**config.mk**
```make
export PLATFORM = sky130hd
export DESIGN_NAME = uart_tx
export DESIGN_NICKNAME = d
export VERILOG_FILES = /design/src/rtl/uart_tx.sv
export SDC_FILE = /design/constraint.sdc
export NUM_CORES = 1
export LEC_CHECK = 0
export CAP_MARGIN = 20
export CORE_ASPECT_RATIO = 1.75
export CORE_UTILIZATION = 45
export CTS_CLUSTER_SIZE = 10
export DETAILED_ROUTE_END_ITERATION = 8
export GPL_TIMING_DRIVEN = 0
export PLACE_DENSITY = 0.67
export SKIP_CTS_REPAIR_TIMING = 1
export SYNTH_ARGS = -nofsm -noshare
export SYNTH_HDL_FRONTEND = slang
export SYNTH_SLANG_ARGS = --single-unit
```
**constraint.sdc**
```tcl
create_clock -name clk -period 4.2 [get_ports clk]
set_input_delay 0.84 -clock clk [delete_from_list [all_inputs] [get_ports clk]]
set_output_delay 0.84 -clock clk [all_outputs]
set_load 0.01 [all_outputs]
```
**src/rtl/uart_tx.sv**
```systemverilog
// uart_tx: 8N1 LSB-first serial transmitter fed by a byte FIFO, with a dropped-write pulse.
module uart_tx #(
    parameter int CLKS_PER_BIT = 16,
    parameter int FIFO_DEPTH   = 16
) (
    input  logic       clk,
    input  logic       rst_n,
    input  logic       rx_flag,
    input  logic [7:0] rx_byte,
    output logic       tx_serial,
    output logic       tx_busy,
    output logic       fifo_full,
    output logic       overflow
);
    localparam int AW = $clog2(FIFO_DEPTH);
    localparam int CW = $clog2(CLKS_PER_BIT);
    typedef enum logic [1:0] {IDLE, START, DATA, STOP} state_t;
    state_t state_q, state_d;
    logic [CW-1:0] cnt_q, cnt_d;
    logic [2:0] idx_q, idx_d;
    logic [7:0] shift_q, shift_d;
    logic [AW-1:0] wr_ptr_q, wr_ptr_d, rd_ptr_q, rd_ptr_d;
    logic [AW:0] count_q, count_d;
    logic tx_serial_q, tx_serial_d, tx_busy_q, tx_busy_d;
    logic fifo_full_q, fifo_full_d, overflow_q, overflow_d;
    logic [7:0] mem [FIFO_DEPTH];
    logic full, empty, push, pop, bit_end;
    assign full    = count_q == (AW+1)'(FIFO_DEPTH);
    assign empty   = count_q == '0;
    assign push    = rx_flag && !full;
    assign bit_end = cnt_q == CW'(CLKS_PER_BIT - 1);
    always_comb begin
        state_d     = state_q;
        cnt_d       = cnt_q + 1'b1;
        idx_d       = idx_q;
        shift_d     = shift_q;
        tx_serial_d = tx_serial_q;
        unique case (state_q)
            IDLE: begin
                cnt_d       = '0;
                tx_serial_d = 1'b1;
            end
            START: if (bit_end) begin
                state_d     = DATA;
                cnt_d       = '0;
                idx_d       = '0;
                tx_serial_d = shift_q[0];
            end
            DATA: if (bit_end) begin
                cnt_d       = '0;
                state_d     = idx_q == 3'd7 ? STOP : DATA;
                idx_d       = idx_q + 3'd1;
                shift_d     = shift_q >> 1;
                tx_serial_d = idx_q == 3'd7 ? 1'b1 : shift_q[1];
            end
            STOP: if (bit_end) begin
                state_d     = IDLE;
                cnt_d       = '0;
                tx_serial_d = 1'b1;
            end
        endcase
        // A pending byte launches its start bit from IDLE or straight out of the stop bit
        pop = !empty && (state_q == IDLE || (state_q == STOP && bit_end));
        if (pop) begin
            state_d     = START;
            cnt_d       = '0;
            shift_d     = mem[rd_ptr_q];
            tx_serial_d = 1'b0;
        end
        wr_ptr_d    = wr_ptr_q + AW'(push);
        rd_ptr_d    = rd_ptr_q + AW'(pop);
        count_d     = count_q + (AW+1)'(push) - (AW+1)'(pop);
        tx_busy_d   = state_d != IDLE || count_d != '0;
        fifo_full_d = count_d == (AW+1)'(FIFO_DEPTH);
        overflow_d  = rx_flag && full;
    end
    always_ff @(posedge clk) begin
        if (!rst_n) begin
            state_q     <= IDLE;
            cnt_q       <= '0;
            idx_q       <= '0;
            shift_q     <= '0;
            wr_ptr_q    <= '0;
            rd_ptr_q    <= '0;
            count_q     <= '0;
            tx_serial_q <= 1'b1;
            tx_busy_q   <= 1'b0;
            fifo_full_q <= 1'b0;
            overflow_q  <= 1'b0;
        end else begin
            state_q     <= state_d;
            cnt_q       <= cnt_d;
            idx_q       <= idx_d;
            shift_q     <= shift_d;
            wr_ptr_q    <= wr_ptr_d;
            rd_ptr_q    <= rd_ptr_d;
            count_q     <= count_d;
            tx_serial_q <= tx_serial_d;
            tx_busy_q   <= tx_busy_d;
            fifo_full_q <= fifo_full_d;
            overflow_q  <= overflow_d;
        end
    end
    always_ff @(posedge clk) begin
        if (rst_n && push) mem[wr_ptr_q] <= rx_byte;
    end
    assign tx_serial = tx_serial_q;
    assign tx_busy   = tx_busy_q;
    assign fifo_full = fifo_full_q;
    assign overflow  = overflow_q;
endmodule

```
* Word-level counts from Yosys, hierarchy flattened
Memory sizes are Yosys's and may differ from the RTL's. A register that Yosys moved wholly into a read port is not among the register bits.
Cells that the tools add are included.
** Operators by class
- $add $sub $neg :: 6
- Eq/ne operators :: 12
- Multiplexer cells :: 23
- Bitwise logic cells :: 1
- Reductions and logical operators :: 21
** Operators by type and width (count)
- two-way mux 8 bit :: 3
- == test 5 bit (second input constant) :: 2
- inequality test 3 bit (second input constant) :: 3
- adder 4 x 1 -> 4 bit :: 2
- two-way mux 1 bit :: 8
- two-way mux 2 bit :: 4
- two-way mux 4 bit :: 2
- one-hot mux 4 bit (2 select lines) :: 1
- nonzero test 2 bit :: 4
- two-way mux 3 bit :: 2
- one-hot mux 2 bit (3 select lines) :: 1
- one-hot mux 3 bit (2 select lines) :: 1
- AND reduction 3 bit :: 2
- adder 5 x 1 -> 5 bit :: 1
- logical AND 1 bit :: 5
- logical NOT 5 bit :: 1
- nonzero test 5 bit :: 1
- subtractor 5 x 1 -> 5 bit :: 1
- adder 4 x 1 -> 4 bit (second input constant) :: 1
- == test 2 bit (second input constant) :: 2
- == test 4 bit (second input constant) :: 1
- inequality test 2 bit (second input constant) :: 2
- one-hot mux 1 bit (4 select lines) :: 1
- adder 3 x 1 -> 3 bit (second input constant) :: 1
- 9 further kinds :: 11
** Word-level totals
- Flip-flop bits (word level) :: 34
- Memory bits (writable) :: 128
- Word-level logic and storage cells :: 75
- Memories :: 1
** Memory list
- mem :: depth 16, bits a word 8, read ports 1, clocked after Yosys merged registers in 1, write ports 1, RTL line 26 : logic [7:0] mem [FIFO_DEPTH];

* Logic depth before layout (Yosys ltp)
- Word-level depth :: 7
- Mapped depth :: 13

* Worst setup path before layout
OpenSTA, ideal clock, no wires.
- Path kind :: register to register
- Start :: register count_q[2]
- End :: register tx_busy_q (netlist: tx_busy)
- Library setup time :: 0.125 ns
- Data arrival time :: 2.629 ns
- Required time :: 4.075 ns
- Slack :: 1.446 ns
- Cell stages (with the launch flop) :: 13
- Cell sequence :: dfxtp_1 > inv_1 > ha_1 > nor4b_1 > nor2_1 > buf_2 > xnor2_1 > ha_1 > fa_1 > a21oi_1 > o21bai_1 > xnor2_1 > o41a_1
** Between the ends
- Cells in the longest elaborated chain, start to end :: 7
** Ends and longest elaborated chain
- start: declaration :: RTL line 23 : logic [AW:0] count_q, count_d;
- start signal: assignment :: RTL line 97 : count_q <= count_d;
- == test 5 bit :: RTL line 28 : assign full = count_q == (AW+1)'(FIFO_DEPTH);
- logical NOT 1 bit :: RTL line 30 : assign push = rx_flag && !full;
- logical AND 1 bit :: RTL line 30
- adder 5 x 1 -> 5 bit :: RTL line 72 : count_d = count_q + (AW+1)'(push) - (AW+1)'(pop);
- subtractor 5 x 1 -> 5 bit :: RTL line 72
- nonzero test 5 bit :: RTL line 73 : tx_busy_d = state_d != IDLE || count_d != '0;
- logical OR 1 bit * :: RTL line 73
- end signal: assignment :: RTL line 99 : tx_busy_q <= tx_busy_d;
- end: declaration :: RTL line 24 : logic tx_serial_q, tx_serial_d, tx_busy_q, tx_busy_d;
Every way passes the cells marked *; elsewhere a longest branch is shown, timed or not.
A chain may end at the register's enable or synchronous reset.

* Worst setup path in the final report
- Start :: register count_q[3]
- End :: register tx_busy_q (netlist: tx_busy)
The elaborated chain is that of the path after synthesis.

==> flow_summary.json <==
{
  "slew_violations": 0,
  "num_vias": 3407,
  "yosysWarnings": 0,
  "numCtsBuffers": 17,
  "path_clk_slew_ps": 70,
  "fin_setup_tns_ps": 0,
  "cp_slowest_cell": "nor2_1",
  "drc": 0,
  "gp_congestion": 0.810,
  "tightest_slew_ps": 810,
  "layout_setup_ws_ps": 962,
  "worstRegToRegCells": 11,
  "path_max_fanout": 10,
  "cts_sinks": 162,
  "yosysUniqueCellTypes": 38,
  "syn-cell-area_um2": 6550,
  "cts_tree": "done",
  "syn_avg_cell_area_um2": 17.0,
  "r2r_end": "tx_busy",
  "grt_overflow": 0,
  "total_power_mw": 4.28,
  "die_w_um": 93.2,
  "ys_seq_elements": 162,
  "area_growth_pct": 14.6,
  "n_fill_cell": 1122,
  "clock_skew_ps": 9.37,
  "syn_inst": 386,
  "ios": 15,
  "async_flop_share_pct": 0,
  "dr.pass1.iters": 4,
  "maxCapViolCount": 0,
  "cp-start-kind": "flop",
  "post_drt_wl_per_cell_um": 20.9,
  "stdcell_area_um2": 7500,
  "final_cell_mix": "128 x edfxtp_1, 34 x dfxtp_1, 32 x mux4_2",
  "multi_input_area_um2": 1890,
  "crit_required_ps": 4520,
  "hold_path.class": "flop to flop",
  "grt_pass1_wl_mm": 20.3,
  "die_h_um": 162,
  "period_share_pct": 77.1,
  "layout.nets": 451,
  "cp-end-kind": "flop",
  "core_area_um2": 14300,
  "crit_start": "count_q[3]",
  "hpwl_mm": 9.20,
  "rsz0062_at_grt": "no",
  "port_buffers": 14,
  "cpPeakStageDelay_ps": 510,
  "min_period_ps": 3240,
  "ys.flop_type": "edfxtp_1",
  "clockRootBuffer": "clkbuf_16",
  "utilization_pct": 52.5,
  "crit_chain": "inv_1 -> ha_1 -> nor4b_1 -> nor2_1 -> clkbuf_1 -> nand2_1 -> fa_1 -> a21oi_1 -> o21bai_1 -> xnor2_1 -> o41a_1",
  "layout-drive-gt1-share_pct": 19.7,
  "peakVddDrop_v": 0.000400,
  "p_leak_nw": 2.54,
  "status": "finished, final reports clean",
  "grt_usage_pct": 19.1,
  "drt_wl_total_mm": 12.9,
  "hold_viol": 0,
  "first_global_vias": 3599,
  "setup.worst_path.end": "tx_busy",
  "synth_edf_count": 128,
  "row_count": 58,
  "reg2reg_from": "count_q[3]",
  "drtAntennaViolNets": 0,
  "cts.htree.levels": 4,
  "initial_core_util_pct": 45.8,
  "antenna_found_initial": 0,
  "crit_arrival_ps": 3550,
  "post_dp_cell_area_um2": 6940,
  "setup_viol": 0,
  "final_common_cell": "edfxtp_1",
  "r2r_slack_ps": 960,
  "grt_max_degree": 18,
  "final-seq-area_um2": 4520,
  "clk_latency_ps": 430,
  "synth.net_count": 414,
  "dr.first_iter.drc_count": 150,
  "fmax_mhz": 309,
  "synth_seq_area_share_pct": 69.1,
  "cts_max_path_buffers": 2,
  "dp_slack_ps": 953,
  "die-area_um2": 15000,
  "powerDensity_nw_per_um2": 571,
  "antennaDiodeCount": 0,
  "relSlewSlack_pct": 45.8,
  "avgViaCountPerCell": 5.53,
  "crit_type": "flop to flop"
}
-- power breakdown --
part / switching [mW] / leakage, nW / total [mW] / internal (mW)
Combinational: 0.488 / 0.835 / 0.918 / 0.430
Sequential: 0.0581 / 1.43 / 1.89 / 1.83
Clock: 0.689 / 0.277 / 1.48 / 0.787
Total: 1.24 / 2.54 / 4.28 / 3.05
-- worst min path at each step --
stage | from | end | slack [ps] | cells past startpoint
after CTS | cnt_q[0] | cnt_q[0] | 470 | 1
after floorplan | cnt_q[0] | cnt_q[0] | 430 | 1
final | cnt_q[0] | cnt_q[0] | 470 | 1
after detailed placement | cnt_q[0] | cnt_q[0] | 460 | 1
after global routing | cnt_q[0] | cnt_q[0] | 500 | 1
after global placement | cnt_q[0] | cnt_q[0] | 450 | 1
-- cells in the mapped netlist, drive strengths merged, types with 8 or more instances --
| cell | number | area [µm²] |
|---|---|---|
| and2 | 17 | 109 |
| edfxtp | 128 | 3840 |
| nand2 | 11 | 41.3 |
| clkbuf | 8 | 30.0 |
| dfxtp | 34 | 681 |
| a22oi | 18 | 135 |
| a31oi | 8 | 50.1 |
| o21ai | 13 | 65.1 |
| buf | 12 | 76.3 |
| ha | 16 | 200 |
| nor2 | 18 | 67.6 |
| mux4 | 32 | 721 |
-- kinds of logic after synthesis --
group	count (synthesis)	synth area share, %
AOI/OAI and AO/OA	48	4.78
xor gates and xnor gates	12	1.61
adders and majority gates	17	3.36
buffers and inverters	27	2.03
DFF	162	69.1
muxes	39	12.2
and+or+nand+nor	81	6.88
-- metal layers --
metal / GRT usage (%) / wire (µm) / up-vias
met3: 3.77 / 423 / 24
li1: - / - / 1587
met4: 10.1 / 387 / 0
met1: 20.1 / 4650 / 1722
met2: 35.2 / 7410 / 74
met5: 0 / 0 / -
-- state kept, by name, indices dropped and copies added (netlist names) --
signal and flops:
count_q 5, mem 128, shift_q 8, tx_busy 1
idx_q 3, tx_serial 1, state_q 2, wr_ptr_q 4
fifo_full 1, cnt_q 4, rd_ptr_q 4, overflow 1
-- worst max-delay path, delay by kind of cell, from the launching register on --
kind / cells / cell delay [ps]
xor+xnor: 1 / 150
buf+inv: 2 / 520
simple gates: 3 / 840
compound gates: 3 / 620
fa+ha+maj: 2 / 640
flops: 1 / 350
-- final cells by class --
| type | instances | share of cell area [%] |
|---|---|---|
| Buffer | 20 | 1.42 |
| Clock buffer | 17 | 5.67 |
| Clock inverter | 15 | 1.84 |
| Inverter | 7 | 0.350 |
| Multi-Input combinational cell | 197 | 25.2 |
| Sequential cell | 162 | 60.3 |
| Tap cell | 180 | 3.00 |
| Timing Repair Buffer | 18 | 2.20 |
-- through the flow --
stage | std cells | hold slack (ps)
floorplan | 386 | 430
global placement | 580 | 451
detailed placement | 584 | 462
CTS | 616 | 472
global route | 616 | 496
finish | 616 | 466
Power figures use the tool's default switching activity.
